File: config.mk
export PLATFORM = sky130hd
export DESIGN_NAME = hash_stub_responder_flat
export DESIGN_NICKNAME = d
export VERILOG_FILES = /design/src/rtl/hash_stub_responder_pkg.sv /design/src/rtl/hash_stub_responder_if.sv /design/src/rtl/hash_stub_responder_mixer.sv /design/src/rtl/hash_stub_responder.sv /design/src/flat_wrapper.sv
export SDC_FILE = /design/constraint.sdc
export NUM_CORES = 1
export LEC_CHECK = 0
export ABC_AREA = 1
export BUFFER_PORTS_ARGS = -buffer_cell sky130_fd_sc_hd__buf_2
export CORE_ASPECT_RATIO = 1.4
export CORE_MARGIN = 2
export CORE_UTILIZATION = 50
export DETAILED_ROUTE_END_ITERATION = 16
export GPL_TIMING_DRIVEN = 0
export PLACE_DENSITY = 0.79
export SLEW_MARGIN = 20
export SYNTH_ARGS = -nofsm -noshare
export SYNTH_HDL_FRONTEND = slang
export SYNTH_HIERARCHICAL = 1
export SYNTH_SLANG_ARGS = --single-unit
File: constraint.sdc
create_clock -name clk -period 3.2 [get_ports clk]
set_clock_uncertainty 0.1 [all_clocks]
set_input_delay 0 -clock clk [delete_from_list [all_inputs] [get_ports clk]]
set_output_delay 0 -clock clk [all_outputs]
set_load 0.01 [all_outputs]
File: src/rtl/hash_stub_responder_pkg.sv
// hash_stub_responder_pkg: FSM states, mixer constants and length helpers for the hash stub
package hash_stub_responder_pkg;
  typedef enum logic [1:0] {ST_IDLE, ST_ABSORB, ST_SQUEEZE, ST_WAIT_FD} state_t;
  localparam logic [63:0] INIT_CONST_DEF = 64'h6A09E667F3BCC908;
  localparam int ROT_ABS = 13;
  localparam int XS_L1 = 13;
  localparam int XS_R = 7;
  localparam int XS_L2 = 17;
  function automatic logic [31:0] word_cnt(input logic [31:0] bits);
    word_cnt = 32'((33'(bits) + 33'd31) >> 5);
  endfunction
  function automatic logic [31:0] low_mask(input logic [4:0] rem);
    low_mask = (rem == 5'd0) ? '1 : (32'd1 << rem) - 32'd1;
  endfunction
endpackage

File: src/rtl/hash_stub_responder_if.sv
// hash_stub_responder_if: request, RAM-read, output-stream and release signals of the hash-memory protocol
interface hash_stub_responder_if #(parameter int AW = 2);
  logic          i_start;
  logic [31:0]   i_input_length;
  logic [31:0]   i_output_length;
  logic [AW-1:0] o_addr;
  logic          o_rd_en;
  logic [31:0]   i_data_in;
  logic [31:0]   o_data_out;
  logic          o_data_out_valid;
  logic          i_data_out_ready;
  logic          i_force_done;
  logic          o_force_done_ack;
  modport slave (
    input  i_start, i_input_length, i_output_length, i_data_in, i_data_out_ready, i_force_done,
    output o_addr, o_rd_en, o_data_out, o_data_out_valid, o_force_done_ack
  );
  modport master (
    output i_start, i_input_length, i_output_length, i_data_in, i_data_out_ready, i_force_done,
    input  o_addr, o_rd_en, o_data_out, o_data_out_valid, o_force_done_ack
  );
endinterface

File: src/rtl/hash_stub_responder_mixer.sv
// hash_stub_responder_mixer: combinational absorb (rotl13 ^ {w,~w}) and xorshift64 squeeze steps
module hash_stub_responder_mixer
  import hash_stub_responder_pkg::*;
(
  input  logic [63:0] i_s,
  input  logic [31:0] i_w,
  output logic [63:0] o_absorb,
  output logic [63:0] o_xs
);
  logic [63:0] w_a;
  logic [63:0] w_b;
  assign o_absorb = ((i_s << ROT_ABS) | (i_s >> (64 - ROT_ABS))) ^ {i_w, ~i_w};
  assign w_a = i_s ^ (i_s << XS_L1);
  assign w_b = w_a ^ (w_a >> XS_R);
  assign o_xs = w_b ^ (w_b << XS_L2);
endmodule

File: src/rtl/hash_stub_responder.sv
// hash_stub_responder: hash-memory responder stub (seed absorb, pseudo-random squeeze); HASH_STUB_CYCLE_CNT_EN adds o_busy_cycles
module hash_stub_responder
  import hash_stub_responder_pkg::*;
#(
  parameter int          IO_WIDTH      = 32,
  parameter int          MAX_RAM_DEPTH = 4,
  parameter string       PARAMETER_SET = "L1",
  parameter logic [63:0] INIT_CONST    = INIT_CONST_DEF
) (
  input logic                  clk,
  input logic                  rst_n,
  hash_stub_responder_if.slave bus
`ifdef HASH_STUB_CYCLE_CNT_EN
  ,
  output logic [31:0]          o_busy_cycles
`endif
);
  localparam int AW = (MAX_RAM_DEPTH > 1) ? $clog2(MAX_RAM_DEPTH) : 1;
  if (IO_WIDTH != 32 || PARAMETER_SET == "") begin : g_bad_cfg
    $error("hash_stub_responder supports only IO_WIDTH=32 and a non-empty PARAMETER_SET");
  end
  state_t      r_state;
  state_t      w_next;
  logic [63:0] r_s;
  logic [31:0] r_ni;
  logic [31:0] r_no;
  logic [4:0]  r_in_rem;
  logic [4:0]  r_out_rem;
  logic [31:0] r_rd_cnt;
  logic [31:0] r_cap_cnt;
  logic [31:0] r_out_cnt;
  logic        r_rd_d;
  logic        r_ack;
  logic [31:0] w_ni_req;
  logic [31:0] w_ni;
  logic [31:0] w_no;
  logic        w_rd_en;
  logic        w_last_cap;
  logic        w_last_out;
  logic        w_valid;
  logic        w_hs;
  logic [31:0] w_word;
  logic [31:0] w_fold;
  logic [63:0] w_abs_s;
  logic [63:0] w_xs_s;
  assign w_ni_req   = word_cnt(bus.i_input_length);
  assign w_ni       = (w_ni_req > 32'(MAX_RAM_DEPTH)) ? 32'(MAX_RAM_DEPTH) : w_ni_req;
  assign w_no       = word_cnt(bus.i_output_length);
  assign w_rd_en    = (r_state == ST_ABSORB) && (r_rd_cnt < r_ni);
  // RAM data lags o_rd_en by one cycle, so r_rd_d marks the capture cycles
  assign w_last_cap = (r_state == ST_ABSORB) && r_rd_d && (r_cap_cnt == r_ni - 32'd1);
  assign w_word     = bus.i_data_in & (w_last_cap ? low_mask(r_in_rem) : '1);
  assign w_valid    = (r_state == ST_SQUEEZE);
  assign w_hs       = w_valid && bus.i_data_out_ready;
  assign w_last_out = (r_out_cnt == r_no - 32'd1);
  assign w_fold     = (r_s[63:32] ^ r_s[31:0]) & (w_last_out ? low_mask(r_out_rem) : '1);
  hash_stub_responder_mixer u_mix (
    .i_s      (r_s),
    .i_w      (w_word),
    .o_absorb (w_abs_s),
    .o_xs     (w_xs_s)
  );
  always_ff @(posedge clk or negedge rst_n)
    if (!rst_n) r_state <= ST_IDLE;
    else r_state <= w_next;
  always_comb begin
    w_next = r_state;
    case (r_state)
      ST_IDLE:    if (bus.i_start) w_next = (w_ni != 0) ? ST_ABSORB : (w_no != 0) ? ST_SQUEEZE : ST_WAIT_FD;
      ST_ABSORB:  if (bus.i_force_done) w_next = ST_IDLE;
                  else if (w_last_cap) w_next = (r_no != 0) ? ST_SQUEEZE : ST_WAIT_FD;
      ST_SQUEEZE: if (bus.i_force_done) w_next = ST_IDLE;
                  else if (w_hs && w_last_out) w_next = ST_WAIT_FD;
      default:    if (bus.i_force_done) w_next = ST_IDLE;
    endcase
  end
  always_ff @(posedge clk or negedge rst_n)
    if (!rst_n) begin
      r_s       <= INIT_CONST;
      r_ni      <= '0;
      r_no      <= '0;
      r_in_rem  <= '0;
      r_out_rem <= '0;
      r_rd_cnt  <= '0;
      r_cap_cnt <= '0;
      r_out_cnt <= '0;
      r_rd_d    <= 1'b0;
      r_ack     <= 1'b0;
    end else begin
      r_rd_d <= w_rd_en;
      r_ack  <= (r_state != ST_IDLE) && bus.i_force_done;
      if (r_state == ST_IDLE && bus.i_start) begin
        r_s       <= INIT_CONST ^ {32'd0, bus.i_input_length};
        r_ni      <= w_ni;
        r_no      <= w_no;
        r_in_rem  <= bus.i_input_length[4:0];
        r_out_rem <= bus.i_output_length[4:0];
        r_rd_cnt  <= '0;
        r_cap_cnt <= '0;
        r_out_cnt <= '0;
      end else if (r_state == ST_ABSORB) begin
        if (w_rd_en) r_rd_cnt <= r_rd_cnt + 32'd1;
        if (r_rd_d) begin
          r_s       <= w_abs_s;
          r_cap_cnt <= r_cap_cnt + 32'd1;
        end
      end else if (w_hs) begin
        r_s       <= w_xs_s;
        r_out_cnt <= r_out_cnt + 32'd1;
      end
    end
  assign bus.o_rd_en          = w_rd_en;
  assign bus.o_addr           = w_rd_en ? r_rd_cnt[AW-1:0] : '0;
  assign bus.o_data_out_valid = w_valid;
  assign bus.o_data_out       = w_valid ? w_fold : '0;
  assign bus.o_force_done_ack = r_ack;
`ifdef HASH_STUB_CYCLE_CNT_EN
  logic [31:0] r_busy;
  always_ff @(posedge clk or negedge rst_n)
    if (!rst_n) r_busy <= '0;
    else if (r_state == ST_IDLE && bus.i_start) r_busy <= '0;
    else if (r_state != ST_IDLE && r_busy != '1) r_busy <= r_busy + 32'd1;
  assign o_busy_cycles = r_busy;
`endif
endmodule
File: src/flat_wrapper.sv
// flat-port wrapper written by rule: the top's interface ports become plain ports
module hash_stub_responder_flat import hash_stub_responder_pkg::*;
#(
  parameter int          IO_WIDTH      = 32,
  parameter int          MAX_RAM_DEPTH = 4,
  parameter string       PARAMETER_SET = "  ",
  parameter logic [63:0] INIT_CONST    = INIT_CONST_DEF
)
  (clk, rst_n, bus_i_start, bus_i_input_length, bus_i_output_length, bus_i_data_in, bus_i_data_out_ready, bus_i_force_done, bus_o_addr, bus_o_rd_en, bus_o_data_out, bus_o_data_out_valid, bus_o_force_done_ack);
  hash_stub_responder_if bus_i ();
  input logic clk;
  input logic rst_n;
  input wire logic [$bits(bus_i.i_start)-1:0] bus_i_start;
  input wire logic [$bits(bus_i.i_input_length)-1:0] bus_i_input_length;
  input wire logic [$bits(bus_i.i_output_length)-1:0] bus_i_output_length;
  input wire logic [$bits(bus_i.i_data_in)-1:0] bus_i_data_in;
  input wire logic [$bits(bus_i.i_data_out_ready)-1:0] bus_i_data_out_ready;
  input wire logic [$bits(bus_i.i_force_done)-1:0] bus_i_force_done;
  output wire logic [$bits(bus_i.o_addr)-1:0] bus_o_addr;
  output wire logic [$bits(bus_i.o_rd_en)-1:0] bus_o_rd_en;
  output wire logic [$bits(bus_i.o_data_out)-1:0] bus_o_data_out;
  output wire logic [$bits(bus_i.o_data_out_valid)-1:0] bus_o_data_out_valid;
  output wire logic [$bits(bus_i.o_force_done_ack)-1:0] bus_o_force_done_ack;
  assign bus_i.i_start = bus_i_start;
  assign bus_i.i_input_length = bus_i_input_length;
  assign bus_i.i_output_length = bus_i_output_length;
  assign bus_i.i_data_in = bus_i_data_in;
  assign bus_i.i_data_out_ready = bus_i_data_out_ready;
  assign bus_i.i_force_done = bus_i_force_done;
  assign bus_o_addr = bus_i.o_addr;
  assign bus_o_rd_en = bus_i.o_rd_en;
  assign bus_o_data_out = bus_i.o_data_out;
  assign bus_o_data_out_valid = bus_i.o_data_out_valid;
  assign bus_o_force_done_ack = bus_i.o_force_done_ack;
  hash_stub_responder #(.IO_WIDTH(IO_WIDTH), .MAX_RAM_DEPTH(MAX_RAM_DEPTH), .PARAMETER_SET(PARAMETER_SET), .INIT_CONST(INIT_CONST)) u_core (.clk(clk), .rst_n(rst_n), .bus(bus_i));
endmodule
==> results of run 1 <==
-- cells in the final DEF, fill, tap and decap left out, types with 19 or more instances in the layout --
cell type	instances
nand4_1	81
dfstp_2	32
buf_4	73
dlygate4sd3_1	112
inv_2	82
buf_2	144
ha_1	31
clkbuf_16	25
xor2_1	118
buf_6	19
nand3_2	28
o21ai_2	20
o211ai_1	36
clkbuf_1	60
a21oi_1	93
nand3_1	194
nor2_2	38
dfrtp_1	182
o21ai_0	122
nand2_1	1244
nor3_1	74
inv_1	333
nor2_4	33
nand3b_1	21
xnor2_1	69
nor2_1	367
nand2_2	34
-- per-stage QoR --
step                      utilization (%)  area (sq um)
final                                63.9         27500
after global routing                 63.9         27500
after CTS                            61.0         26200
after detailed placement             54.0         23200
after global placement               53.8         23200
after floorplan                         -         21800
-- per-layer routing --
metal,vias up,track usage [%],share of wire [%]
met1,12200,42.6,32
met2,1627,68.4,44
met4,4,41.7,12
met3,636,12.5,11
li1,12200,-,-
met5,-,0,0.027
-- what timing repair did --
item | in CTS | in global routing
cloned | 3 | 0
pin swaps | 50 | 99
hold buffers | 111 | 2
setup buffers | 48 | 34
endpoints found under the hold margin | 307 | 3
gates resized for setup | 201 | 259
endpoints found under the setup margin | 98 | 99
-- power groups by stage --
stage / logic, mW / clock network [mW] / registers, mW
final: 18.1 / 3.00 / 5.86
after floorplan: 10.2 / 0 / 4.74
after CTS: 15.6 / 3.00 / 5.51
after global routing: 19.3 / 3.11 / 5.85
after detailed placement: 14.6 / 0 / 5.47
after global placement: 14.4 / 0 / 5.46
-- critical path: stages (launching register included) --
cell and delay (ns):
dfrtp_1 0.46, nor2_4 0.26, nand3_1 0.72, o21ai_0 0.71, nor2_1 0.14, nand2_1 0.14
nor2_4 0.06, nand2_2 0.10, nor2_4 0.06, buf_4 0.13, a21oi_1 0.22, o21ai_2 0.09
inv_2 0.27, xnor2_1 0.13, nand2_1 0.08, nand3_1 0.12, o211ai_1 0.15, nand2_1 0.07
-- path summary, 6_finish.rpt --
check	cells past startpoint	to	slack [ns]
max	17	u_core/r_s[22]$_DFFE_PN0P_	-0.97
max in group asynchronous	3	u_core/r_s[42]$_DFFE_PN1P_	2.60
max reg2reg	17	u_core/r_s[22]$_DFFE_PN0P_	-0.97
min in group clk	7	u_core/r_s[58]$_DFFE_PN0P_	0
min reg2reg	2	u_core/r_rd_cnt[30]$_DFFE_PN0P_	0.41
min	3	u_core/r_rd_cnt[13]$_DFFE_PN0P_	-0.04
-- state kept, by name (all words and copies together) (netlist names) --
signal                       flops
u_core/r_state                   2
u_core/r_in_rem                  5
u_core/bus.o_force_done_ack      1
u_core/r_no                     28
u_core/r_ni                     28
u_core/r_s                      64
u_core/r_rd_d                    1
u_core/r_rd_cnt                 32
u_core/r_cap_cnt                32
u_core/r_out_rem                 5
u_core/r_out_cnt                32
-- area by class of cell --
cell class,count,area (sq um),share of cell area (%)
Multi-Input combinational cell,2832,15300,55.8
Sequential cell,230,5820,21.1
Timing Repair Buffer,335,2620,9.51
Inverter,433,1660,6.04
Clock buffer,35,733,2.67
Tap cell,552,691,2.51
Buffer,103,558,2.03
Clock inverter,10,83.8,0.305
Antenna cell,3,7.51,0.0273
-- cells by family after synthesis --
| family | after synthesis | share of synthesized area (%) |
|---|---|---|
| AO/OA/AOI/OAI | 381 | 10.3 |
| XOR/XNOR | 212 | 8.86 |
| adder cells (fa/ha/maj) | 34 | 1.95 |
| buffers and inverters | 538 | 9.51 |
| flip-flops | 230 | 26.6 |
| AND/OR/NAND/NOR | 2205 | 42.7 |
==> flow_summary.json, run 1 <==
{
  "hold_viol": 26,
  "violations": "negative hold slack, negative setup slack",
  "ant_nets": 0,
  "cp_data_required_time_ns": 3.54,
  "synth_nets": 3735,
  "worst-path-max-fanout": 6,
  "maxCapViolCount": 0,
  "syn_avg_cell_area_sq_um": 6.05,
  "clk_latency_ns": 0.57,
  "critical_path_class": "flop to flop",
  "yosys.area.top_type": "dfrtp_1",
  "numCtsBuffers": 25,
  "die_area_sq_um": 45300,
  "yosysTopAreaCellShare_pct": 22.8,
  "synth_common_cells": "nand2_1, nor2_1, inv_1, nand3_1, dfrtp_1",
  "final_cell_count_no_fill": 4533,
  "ys_seq_area_share_pct": 26.6,
  "rsz0062_at_grt": "yes",
  "comb_power_share_pct": 67.2,
  "max-vdd-ir-drop_uv": 557,
  "hpwl_mm": 71.1,
  "pre_cts_slack_ns": -1.64,
  "syn-cell-area_sq_um": 21800,
  "grt_usage_pct": 42.1,
  "maxSlewHeadroom_pct": 14.0,
  "wl_per_cell_um": 22.4,
  "worst_slack_ns": -0.970,
  "antenna_found_initial": 7,
  "switchingPower_mw": 15.7,
  "h-tree-depth": 1,
  "yosysMostFrequentCell": "nand2_1",
  "slew_viol_final": 0,
  "placed_cells": 4290,
  "grt_max_degree": 81,
  "drtIter0Drc": 2959,
  "row_count": 90,
  "clkPwrFrac_pct": 11.1,
  "wl_mm": 102,
  "max_freq_ghz": 0.240,
  "min_period_over_period_pct": 130,
  "clock-sinks": 230,
  "synth_edf_count": 0,
  "core_area_sq_um": 43000,
  "critPathCaptureType": "flop",
  "power.internal_mw": 11.2,
  "io-pin-count": 138,
  "synth_cells": 3600,
  "worst_pin_slew_ns": 1.29,
  "arrival_ns": 4.51,
  "synthArstFlopShare_pct": 100,
  "r2r-start": "u_core/r_in_rem[1]$_DFFE_PN0P_",
  "cp-startpoint": "u_core/r_in_rem[1]$_DFFE_PN0P_",
  "die_w_um": 180,
  "setup_violations": 88,
  "drive_gt1_share_pct": 18.4,
  "fin_nets": 4095,
  "port_buffers": 136,
  "clock_path_buffers": 3,
  "seq_power_share_pct": 21.7,
  "fin_hold_ws_ns": -0.0370,
  "dieHeight_um": 251,
  "initial_core_util_pct": 50.6,
  "yosys.cell_types.count": 56,
  "clockRootBuffer": "clkbuf_16",
  "yosysWarnings": 6,
  "fillers": 3900,
  "cts_tree": "yes",
  "period_minus_slack_ns": 4.17,
  "grt_pass1_vias": 25100,
  "min_path_type": "input port to asynchronous set/reset pin",
  "vias_per_cell": 5.89,
  "synth_ff_type": "dfrtp_1",
  "synth_area_leaders": "dfrtp_1, nand2_1, nor2_1",
  "finalPower_mw": 27.0,
  "firstDrtPassIters": 7,
  "p_leak_nw": 13.6,
  "vias": 26700,
  "power_density_nw_per_um2": 980,
  "start_kind": "flop",
  "swShare_pct": 58.3,
  "drcViolationCount": 0,
  "status": "finished, violations left",
  "overflow": 0,
  "grt_pass1_wl_mm": 145,
  "clk_pin_slew_ns": 0.07,
  "routabilityCongestion": 1.11,
  "yosys_register_bits": 230,
  "area_delta_synth_final_pct": 26.4,
  "finalSetupTns_ns": -24.01
}
No activity file was read; power rests on OpenSTA's default activity.
==> run 2: changes to the inputs <==
--- a/config.mk
+++ b/config.mk
@@ -12,7 +12,7 @@
 export CORE_UTILIZATION = 50
 export DETAILED_ROUTE_END_ITERATION = 16
 export GPL_TIMING_DRIVEN = 0
-export PLACE_DENSITY = 0.79
+export PLACE_DENSITY = 0.77
 export SLEW_MARGIN = 20
 export SYNTH_ARGS = -nofsm -noshare
 export SYNTH_HDL_FRONTEND = slang
==> constraint.sdc (replaced) <==
create_clock -name clk -period 4.43 [get_ports clk]
set_clock_uncertainty 0.1 [all_clocks]
set_input_delay 0 -clock clk [delete_from_list [all_inputs] [get_ports clk]]
set_output_delay 0 -clock clk [all_outputs]
set_load 0.01 [all_outputs]
==> flow_summary.json, run 2 (same netlist as run 1, synthesis figures left out) <==
{
  "die_w_um": 180,
  "routabilityCongestion": 1.13,
  "cts_tree": "yes",
  "placed_cells": 4290,
  "violations": "negative hold slack",
  "io-pin-count": 138,
  "final_util_pct": 58.5,
  "clock-sinks": 230,
  "crit_chain": "nor2_1, nand2_1, nor2_1, nand2_1, nand2_1, nand2_1, nor2_1, nand2_1, nor2_1, nand4_1, nor2_1, nand3_4, buf_2, o31ai_1, inv_1, xnor2_1, o211ai_1, a31oi_1, dlygate4sd3_1",
  "critPathCaptureType": "flop",
  "overflow": 0,
  "drive_gt1_share_pct": 9.58,
  "slew_viol_final": 0,
  "firstDrtPassIters": 7,
  "area_delta_synth_final_pct": 15.6,
  "status": "finished, violations left",
  "fillers": 4390,
  "worst-path-max-fanout": 10,
  "dieHeight_um": 251,
  "final_cell_count_no_fill": 4439,
  "fin_nets": 4002,
  "grt_max_degree": 92,
  "start_kind": "flop",
  "period_minus_slack_ns": 4.24,
  "p_leak_nw": 12.8,
  "grt_usage_pct": 42.2,
  "power_density_nw_per_um2": 704,
  "placed_area_sq_um": 23200,
  "min_period_over_period_pct": 95.8,
  "initial_core_util_pct": 50.6,
  "finalSetupTns_ns": 0,
  "layout_commonest_cell": "nand2_1",
  "grt_pass1_vias": 24400,
  "critical_path_class": "flop to flop",
  "die_area_sq_um": 45300,
  "max_stage_delay_ns": 0.59,
  "clock_path_buffers": 3,
  "arrival_ns": 4.65,
  "rsz0062_at_grt": "no",
  "h-tree-depth": 1,
  "drcViolationCount": 0,
  "maxSlewHeadroom_pct": 26.2,
  "critPathTopFamily": "simple AND/OR/NAND/NOR gates",
  "grt_pass1_wl_mm": 144,
  "vias": 25300,
  "vias_per_cell": 5.70,
  "port_buffers": 136,
  "clk_latency_ns": 0.58,
  "clk_pin_slew_ns": 0.06,
  "regMostFlops": "u_core/r_s",
  "wl_per_cell_um": 21.9,
  "layout_common_cells": "nand2_1, nor2_1, inv_1",
  "path_buf_inv": 3,
  "worst_pin_slew_ns": 1.11,
  "hpwl_mm": 75.9,
  "pre_cts_slack_ns": -0.595,
  "ant_nets": 0,
  "numCtsBuffers": 27,
  "core_area_sq_um": 43000,
  "cp_data_required_time_ns": 4.84,
  "antenna_found_initial": 3,
  "max-vdd-ir-drop_uv": 357,
  "drtIter0Drc": 2032,
  "wl_mm": 97.1,
  "largest_register_ffs": 64,
  "hold_viol": 1,
  "fin_area_sq_um": 25200,
  "crit_slowest_cell": "dlygate4sd3_1",
  "worst_slack_ns": 0.185,
  "max_freq_ghz": 0.236,
  "clockRootBuffer": "clkbuf_16",
  "maxCapViolCount": 0,
  "fin_hold_ws_ns": -0.0000710,
  "finalPower_mw": 17.7,
  "row_count": 90,
  "min_path_type": "input port to flop",
  "setup_violations": 0
}
run 2: layout make-up:
class | count | area [sq um] | share of cell area (%)
inverter | 433 | 1630 | 6.47
sequential | 230 | 5800 | 23.0
tap | 552 | 691 | 2.74
antenna | 2 | 5.00 | 0.0199
clock inverter | 10 | 68.8 | 0.273
clock buffer | 37 | 753 | 2.99
buffer | 103 | 442 | 1.75
multi-input combinational | 2832 | 14000 | 55.7
timing repair buffer | 240 | 1780 | 7.06
run 2: worst paths after layout:
kind	from	to	slack, ns	cells after the start
max	u_core/r_ni[9]$_DFFE_PN0P_	u_core/r_s[4]$_DFFE_PN0P_	0.19	19
min	bus_i_data_in[26]	u_core/r_s[58]$_DFFE_PN0P_	-0.00007	6
max reg2reg	u_core/r_ni[9]$_DFFE_PN0P_	u_core/r_s[4]$_DFFE_PN0P_	0.19	19
min reg2reg	u_core/r_rd_cnt[29]$_DFFE_PN0P_	u_core/r_rd_cnt[29]$_DFFE_PN0P_	0.40	2
max in group asynchronous	rst_n	u_core/r_s[32]$_DFFE_PN1P_	3.26	4
min in group asynchronous	rst_n	u_core/r_rd_cnt[15]$_DFFE_PN0P_	0.43	4
run 2: per-layer routing:
metal  GRT usage, %  part of all wire (%)  up-vias
li1               -                     -    12100
met1           41.7                    34    11600
met2           71.9                    47     1175
met3           9.58                   7.5      500
met4           41.1                    12        4
met5              0                 0.029        -
run 2: worst register-to-register path, delay by kind of cell, from the launching register on:
| family | cells | cell delay, ns |
|---|---|---|
| and+or+nand+nor | 12 | 1.94 |
| buffers and inverters | 3 | 0.98 |
| AOI/OAI and AO/OA | 3 | 0.52 |
| DFF | 1 | 0.43 |
| xor gates and xnor gates | 1 | 0.21 |
run 2: where the power goes:
part,internal [mW],switching [mW],total (mW)
combinational,3.46,7.97,11.4
sequential,2.74,1.40,4.14
clock,1.19,0.972,2.16
run 2: timing repair:
item | 4_1_cts | 5_1_grt
gates resized for setup | 11 | 15
pin swaps | 0 | 1
setup buffers | 0 | 3
hold buffers | 99 | 0
hold endpoints to repair | 296 | 0
gates cloned | 0 | 0
setup endpoints to repair | 29 | 37
